<file path="src/rtl/serial_shift_unit.sv">
// Multi-cycle serial shifter: one bit position per clock,
// with a Start/Busy/Done handshake to the control unit.
module serial_shift_unit #(
  parameter int WIDTH = 8,
  parameter int AMT_W = 3
) (
  input  logic             CLK,
  input  logic             Reset,
  input  logic             Start,
  input  logic [WIDTH-1:0] Operand,
  input  logic [AMT_W-1:0] Amount,
  input  logic             Dir,
  input  logic             Arith,
  input  logic             Rotate,
  output logic [WIDTH-1:0] Result,
  output logic             CarryOut,
  output logic             Busy,
  output logic             Done
);

  localparam logic [1:0] S_IDLE  = 2'd0;
  localparam logic [1:0] S_SHIFT = 2'd1;
  localparam logic [1:0] S_DONE  = 2'd2;

  logic [1:0]       state_q, state_d;
  logic [WIDTH-1:0] w_q, w_d;
  logic [AMT_W-1:0] cnt_q, cnt_d;
  logic             dir_q, dir_d;
  logic             ari_q, ari_d;
  logic             rot_q, rot_d;
  logic             co_q, co_d;
  logic [WIDTH-1:0] step_w;
  logic             step_c;

  // one-position step of the working register
  always_comb begin
    step_w = w_q;
    step_c = 1'b0;
    unique case (1'b1)
      !dir_q && !rot_q: begin
        step_w = {w_q[WIDTH-2:0], 1'b0};
        step_c = w_q[WIDTH-1];
      end
      !dir_q && rot_q: begin
        step_w = {w_q[WIDTH-2:0], w_q[WIDTH-1]};
        step_c = w_q[WIDTH-1];
      end
      dir_q && rot_q: begin
        step_w = {w_q[0], w_q[WIDTH-1:1]};
        step_c = w_q[0];
      end
      dir_q && !rot_q && ari_q: begin
        step_w = {w_q[WIDTH-1], w_q[WIDTH-1:1]};
        step_c = w_q[0];
      end
      dir_q && !rot_q && !ari_q: begin
        step_w = {1'b0, w_q[WIDTH-1:1]};
        step_c = w_q[0];
      end
      default: begin
        step_w = w_q;
        step_c = 1'b0;
      end
    endcase
  end

  // next-state: accept in IDLE, step in SHIFT, one-cycle DONE
  always_comb begin
    state_d = state_q;
    w_d     = w_q;
    cnt_d   = cnt_q;
    dir_d   = dir_q;
    ari_d   = ari_q;
    rot_d   = rot_q;
    co_d    = co_q;
    unique case (state_q)
      S_IDLE: begin
        if (Start) begin
          w_d     = Operand;
          cnt_d   = Amount;
          dir_d   = Dir;
          ari_d   = Arith;
          rot_d   = Rotate;
          co_d    = 1'b0;
          state_d = (Amount == '0) ? S_DONE : S_SHIFT;
        end
      end
      S_SHIFT: begin
        w_d   = step_w;
        co_d  = step_c;
        cnt_d = cnt_q - 1'b1;
        if (cnt_q == AMT_W'(1)) state_d = S_DONE;
      end
      S_DONE: state_d = S_IDLE;
      default: state_d = S_IDLE;
    endcase
  end

  // state and datapath registers
  always_ff @(posedge CLK or negedge Reset) begin
    if (!Reset) begin
      state_q <= S_IDLE;
      w_q     <= '0;
      cnt_q   <= '0;
      dir_q   <= 1'b0;
      ari_q   <= 1'b0;
      rot_q   <= 1'b0;
      co_q    <= 1'b0;
    end else begin
      state_q <= state_d;
      w_q     <= w_d;
      cnt_q   <= cnt_d;
      dir_q   <= dir_d;
      ari_q   <= ari_d;
      rot_q   <= rot_d;
      co_q    <= co_d;
    end
  end

  assign Result   = w_q;
  assign CarryOut = co_q;
  assign Busy     = (state_q != S_IDLE);
  assign Done     = (state_q == S_DONE);

endmodule

</file>
<file path="config.mk">
export PLATFORM = sky130hd
export DESIGN_NAME = serial_shift_unit
export DESIGN_NICKNAME = d
export VERILOG_FILES = /design/src/rtl/serial_shift_unit.sv
export SDC_FILE = /design/constraint.sdc
export NUM_CORES = 1
export LEC_CHECK = 0
export BUFFER_PORTS_ARGS = -buffer_cell sky130_fd_sc_hd__buf_2
export CAP_MARGIN = 25
export CORE_MARGIN = 5
export CORE_UTILIZATION = 30
export DETAILED_ROUTE_END_ITERATION = 6
export PLACE_DENSITY = 0.5
export REMOVE_ABC_BUFFERS = 1
export SETUP_SLACK_MARGIN = 0.3
export SYNTH_ARGS = -nofsm -noshare
export SYNTH_HDL_FRONTEND = slang
export SYNTH_SLANG_ARGS = --single-unit
</file>
<file path="constraint.sdc">
create_clock -name CLK -period 3.7 [get_ports CLK]
set_input_delay 0 -clock CLK [delete_from_list [all_inputs] [get_ports CLK]]
set_output_delay 0 -clock CLK [all_outputs]
set_load 0.005 [all_outputs]
</file>
# Word level (Yosys, flattened, before mapping)
# Cells that the tools add are included.
# W data, S select, Z words.
[classes]
addsub = 1
eq_ne = 8
mux = 12
reduce_logical = 20
[ops]
columns = ["op", "count"]
rows = [
  ["$pmux W8 S5", 1],
  ["$pmux W8 S2", 1],
  ["$mux W8", 1],
  ["$logic_and A1 B1 Y1", 6],
  ["$mux W2", 3],
  ["$ne A2 B2 Y1 const B", 3],
  ["$ne A6 B6 Y1 const B", 1],
  ["$pmux W3 S2", 1],
  ["$reduce_and A2 Y1", 3],
  ["$ne A5 B5 Y1 const B", 1],
  ["$pmux W1 S2", 2],
  ["$pmux W2 S2", 1],
  ["$reduce_and A4 Y1", 1],
  ["$reduce_bool A2 Y1", 2],
  ["$eq A3 B1 Y1 const B", 1],
  ["$logic_not A1 Y1", 3],
  ["$logic_not A3 Y1", 1],
  ["$mux W3", 1],
  ["$reduce_and A3 Y1", 1],
  ["$reduce_or A3 Y1", 1],
  ["$sub A3 B1 Y3 const B", 1],
  ["$eq A2 B1 Y1 const B", 1],
  ["$eq A2 B2 Y1 const B", 1],
  ["$logic_not A2 Y1", 1],
  ["other kinds (2)", 2],
]
[totals]
register_bits = 17
inputBits = 17
output_inout_bits = 11
elab_cells = 49

# Longest topological paths before layout
[depth]
word_depth = 6
depth_mapped = 5
depth_no_buf = 5

# Worst setup path after synthesis
# OpenSTA, ideal clock, no wires.
[synth_path]
path_type = "register -> register"
startpoint = "register state_q[1]"
endpoint = "register w_q[7] (netlist: Result[7])"
setup_ns = 0.132
t_arrival_ns = 1.084
required_ns = 3.568
path_slack_ns = 2.483
path_stages_with_launch = 6
n_path_buf = 2
synth_period_minus_slack_ns = 1.217
cell_sequence = "dfrtp_1 buf_6 nand2b_4 buf_8 a311oi_2 o41ai_2"
[synth_via]
elab_chain_cells = 3
elab_cells_between_ends = 8
cone_classes = "eq/ne: 4; mux: 1; reduce/logical: 3"
[synth_rtl]
columns = ["element", "line_no", "rtl"]
rows = [
  ["from (decl)", "25", "logic [1:0] state_q, state_d;"],
  ["from (signal assigned)", "110", "state_q <= state_d;"],
  ["$eq A2 B1 Y1 / $logic_not A2 Y1 (equally long branches)", "76", "unique case (state_q)"],
  ["$ne A5 B5 Y1 (no source line) (tied with other cells)", "-", ""],
  ["$reduce_and A4 Y1 (no source line)", "-", ""],
  ["to (signal assigned)", "111", "w_q <= w_d;"],
  ["to (decl)", "26", "logic [WIDTH-1:0] w_q, w_d;"],
]
# Several ways; a longest one is shown, not always the timed one.
# A chain may end at the register's enable or synchronous reset.

# Final worst setup path
[layout_path]
startpoint = "register state_q[1]"
endpoint = "register rot_q"
[layout_via]
elab_chain_cells = 2
[layout_rtl]
columns = ["element", "line_no", "rtl"]
rows = [
  ["$logic_not A2 Y1", "76", ""],
  ["$reduce_and A2 Y1 (no source line)", "-", ""],
  ["to (signal assigned)", "115", "rot_q <= rot_d;"],
  ["to (decl)", "30", "logic rot_q, rot_d;"],
]
# No other way between the ends.

==> results.yml <==
placed_design:
  globalplace.congestion: 0.699
  place_area_mm2: 0.00116
  io_buffers: 27
  place_ws_ps: 2030
  place_hpwl_um: 1830
  dp.cells: 164
sta:
  hold_violations: 0
  fin_crit_ps: 1680
  final.setup.worst_slack_ps: 2020
  rsz0062_at_grt: "no"
  setup_viol: 0
  setup_tns_ps: 0
  relSlewSlack_pct: 66.3
  fin_crit_sh_pct: 45.5
  tightest_slew_ps: 506
  clock_skew_ps: 8.71
  slew_viol_final: 0
  clock.fmax_ghz: 0.594
pwr:
  p_leak_nw: 0.542
  peakVddDrop_mv: 0.291
  power_density_mw_per_mm2: 814
yosys:
  ys_seq_area_share_pct: 41.7
  synth_seq_cells: 17
  syn-cell-area_mm2: 0.00102
  synth_top_area_share_pct: 41.7
  yosys_warnings: 0
  yosysUniqueCellTypes: 32
  synthCells: 98
  yosysTopAreaCell: "dfrtp_1"
  synthTopCellsByArea: "dfrtp_1, mux2_2, o22ai_1"
  avgSynthCellArea_um2: 10.4
floorplanning:
  core_mm2: 0.00331
  die_h_um: 68.3
  die_area_mm2: 0.00466
  die_w_um: 68.3
  ios: 28
  start_util_pct: 30.8
  row_count: 21
worst_setup_path:
  cp_data_arrival_time_ps: 1870
  crit_path_end: "rot_q"
  rrSetupSlack_ps: 2020
  cp.required_ps: 3890
  path_class: "reg -> reg"
  worstSetupStartpointType: "register"
  crit_path_start: "state_q[1]"
  critPathCaptureType: "register"
  crit_path_max_incr_delay_ps: 510
  cp_max_fo: 11
  worstRegToRegCells: 3
  critPathSlowestCell: "dfrtp_1"
  regToRegEndpoint: "rot_q"
  path_cells: "nand2b_1, nor2_1, mux2_2"
  rr_startpoint: "state_q[1]"
layout:
  nFillCells: 362
  drive_gt1_share_pct: 34.6
  synthToLayoutAreaGrowth_pct: 20.9
  n_antenna_cell: 0
  multi_input_area_um2: 515
  final_cell_area_mm2: 0.00123
  nets: 147
  final-seq-area_um2: 425
  stdcell_count: 173
drt:
  drc: 0
  finalWirelength_um: 2540
  vias: 883
  firstDrtPassIters: 4
  drt.antenna.violating_nets: 0
  avgRoutedWirePerCell_um: 14.7
  drtIter0Drc: 40
  viasPerCell: 5.10
cts:
  path_clk_slew_ps: 110
  cts_buffers: 3
  htree_levels: 1
  cts_buffer_depth: 2
  cts_sinks: 17
  clock_latency_ps: 290
  tritoncts: "yes"
  root_buffer: "clkbuf_4"
grt:
  grt_pass1_vias: 884
  grt_pass1_wl_um: 4000
  antenna_found_initial: 0
  overflow: 0
  grt_max_degree: 18
  grt_usage_pct: 11.3
min_path:
  min_path_type: "in -> reg"
status:
  status: "complete, no violations"
run:
  drv_cap: 0
-- routing by layer --
metal / up-vias / wire length, um / global-route usage (%)
met5: - / 0 / 0
met4: 0 / 9 / 2.98
met3: 2 / 195 / 2.46
met2: 27 / 1140 / 18.3
met1: 429 / 1200 / 15.1
li1: 425 / - / -
-- cell usage after synthesis, drive strengths merged --
cell / instances
and3b: 1
and4b: 1
ha: 2
nor3: 1
a22o: 1
o22a: 1
nand2b: 3
nor2: 6
a21oi: 10
mux2i: 1
a221oi: 2
nand2: 2
a311oi: 1
dfrtp: 17
a32oi: 1
inv: 5
o21ai: 3
mux2: 9
clkinv: 1
and2b: 1
o22ai: 15
buf: 7
o221a: 1
a21o: 1
o21bai: 1
o41ai: 1
nor2b: 3
-- per-stage QoR --
stage | utilization (%) | hold WS (ps) | power [mW]
after global placement | 34.9 | -47.7 | 0.896
after floorplan | - | -296 | 0.739
after detailed placement | 34.9 | -41.8 | 0.904
after CTS | 36.9 | 5.56 | 1.01
final | 37.2 | 14.9 | 1.00
after global routing | 37.2 | 15.3 | 1.08
-- worst min-delay path by stage --
stage | from | end | slack (ps) | cells after the start
2_1_floorplan | Reset | CarryOut | -300 | 0
3_3_place_gp | Reset | Result[6] | -50 | 1
3_5_place_dp | Reset | Result[5] | -40 | 1
4_1_cts | Operand[3] | Result[3] | 6 | 3
5_1_grt | Operand[1] | Result[1] | 20 | 3
6_report | Operand[2] | Result[2] | 10 | 3
-- sequential cells by signal, indices dropped and copies added (netlist names) --
signal,count
CarryOut,1
cnt_q,3
ari_q,1
Result,8
rot_q,1
state_q,2
dir_q,1
-- cell families (layout without fill, tap and decap cells) --
kind of cell	count (synthesis)	in the layout	share of synthesized area, %
AOI/OAI and AO/OA	38	38	26.7
and+or+nand+nor	18	18	10.4
buffers and inverters	13	42	7.73
muxes	10	10	10.9
adders and majority gates	2	2	2.45
DFF	17	17	41.7
-- timing repair --
item,4_1_cts,5_1_grt
hold endpoints to repair,20,1
gates resized for setup,0,0
hold buffers,4,1
buffers inserted,0,0
-- report_power, final --
group / switching (mW) / internal (mW)
Combinational: 0.223 / 0.263
Sequential: 0.139 / 0.277
Clock: 0.0587 / 0.0418
-- area by class of cell --
| type | instances | area share, % |
|---|---|---|
| sequential | 17 | 34.5 |
| clock buffer | 4 | 2.13 |
| inverter | 6 | 1.83 |
| multi-input combinational | 68 | 41.8 |
| timing repair buffer | 32 | 15.0 |
| tap | 46 | 4.67 |
-- cells in the final DEF, fill, tap and decap left out, drive strengths merged, types with 2 or more instances in the layout --
cell,count
nand2,2
dlygate4sd3,5
ha,2
o22ai,15
a221oi,2
clkbuf,4
buf,27
inv,5
a21oi,10
nor2b,3
mux2,9
nor2,6
nand2b,3
o21ai,3
dfrtp,17
-- critical path, delay by kind of cell (launching register included) --
family,cells,cell delay (ps)
simple gates,2,710
mux,1,360
flops,1,510
Power figures use the tool's default switching activity.
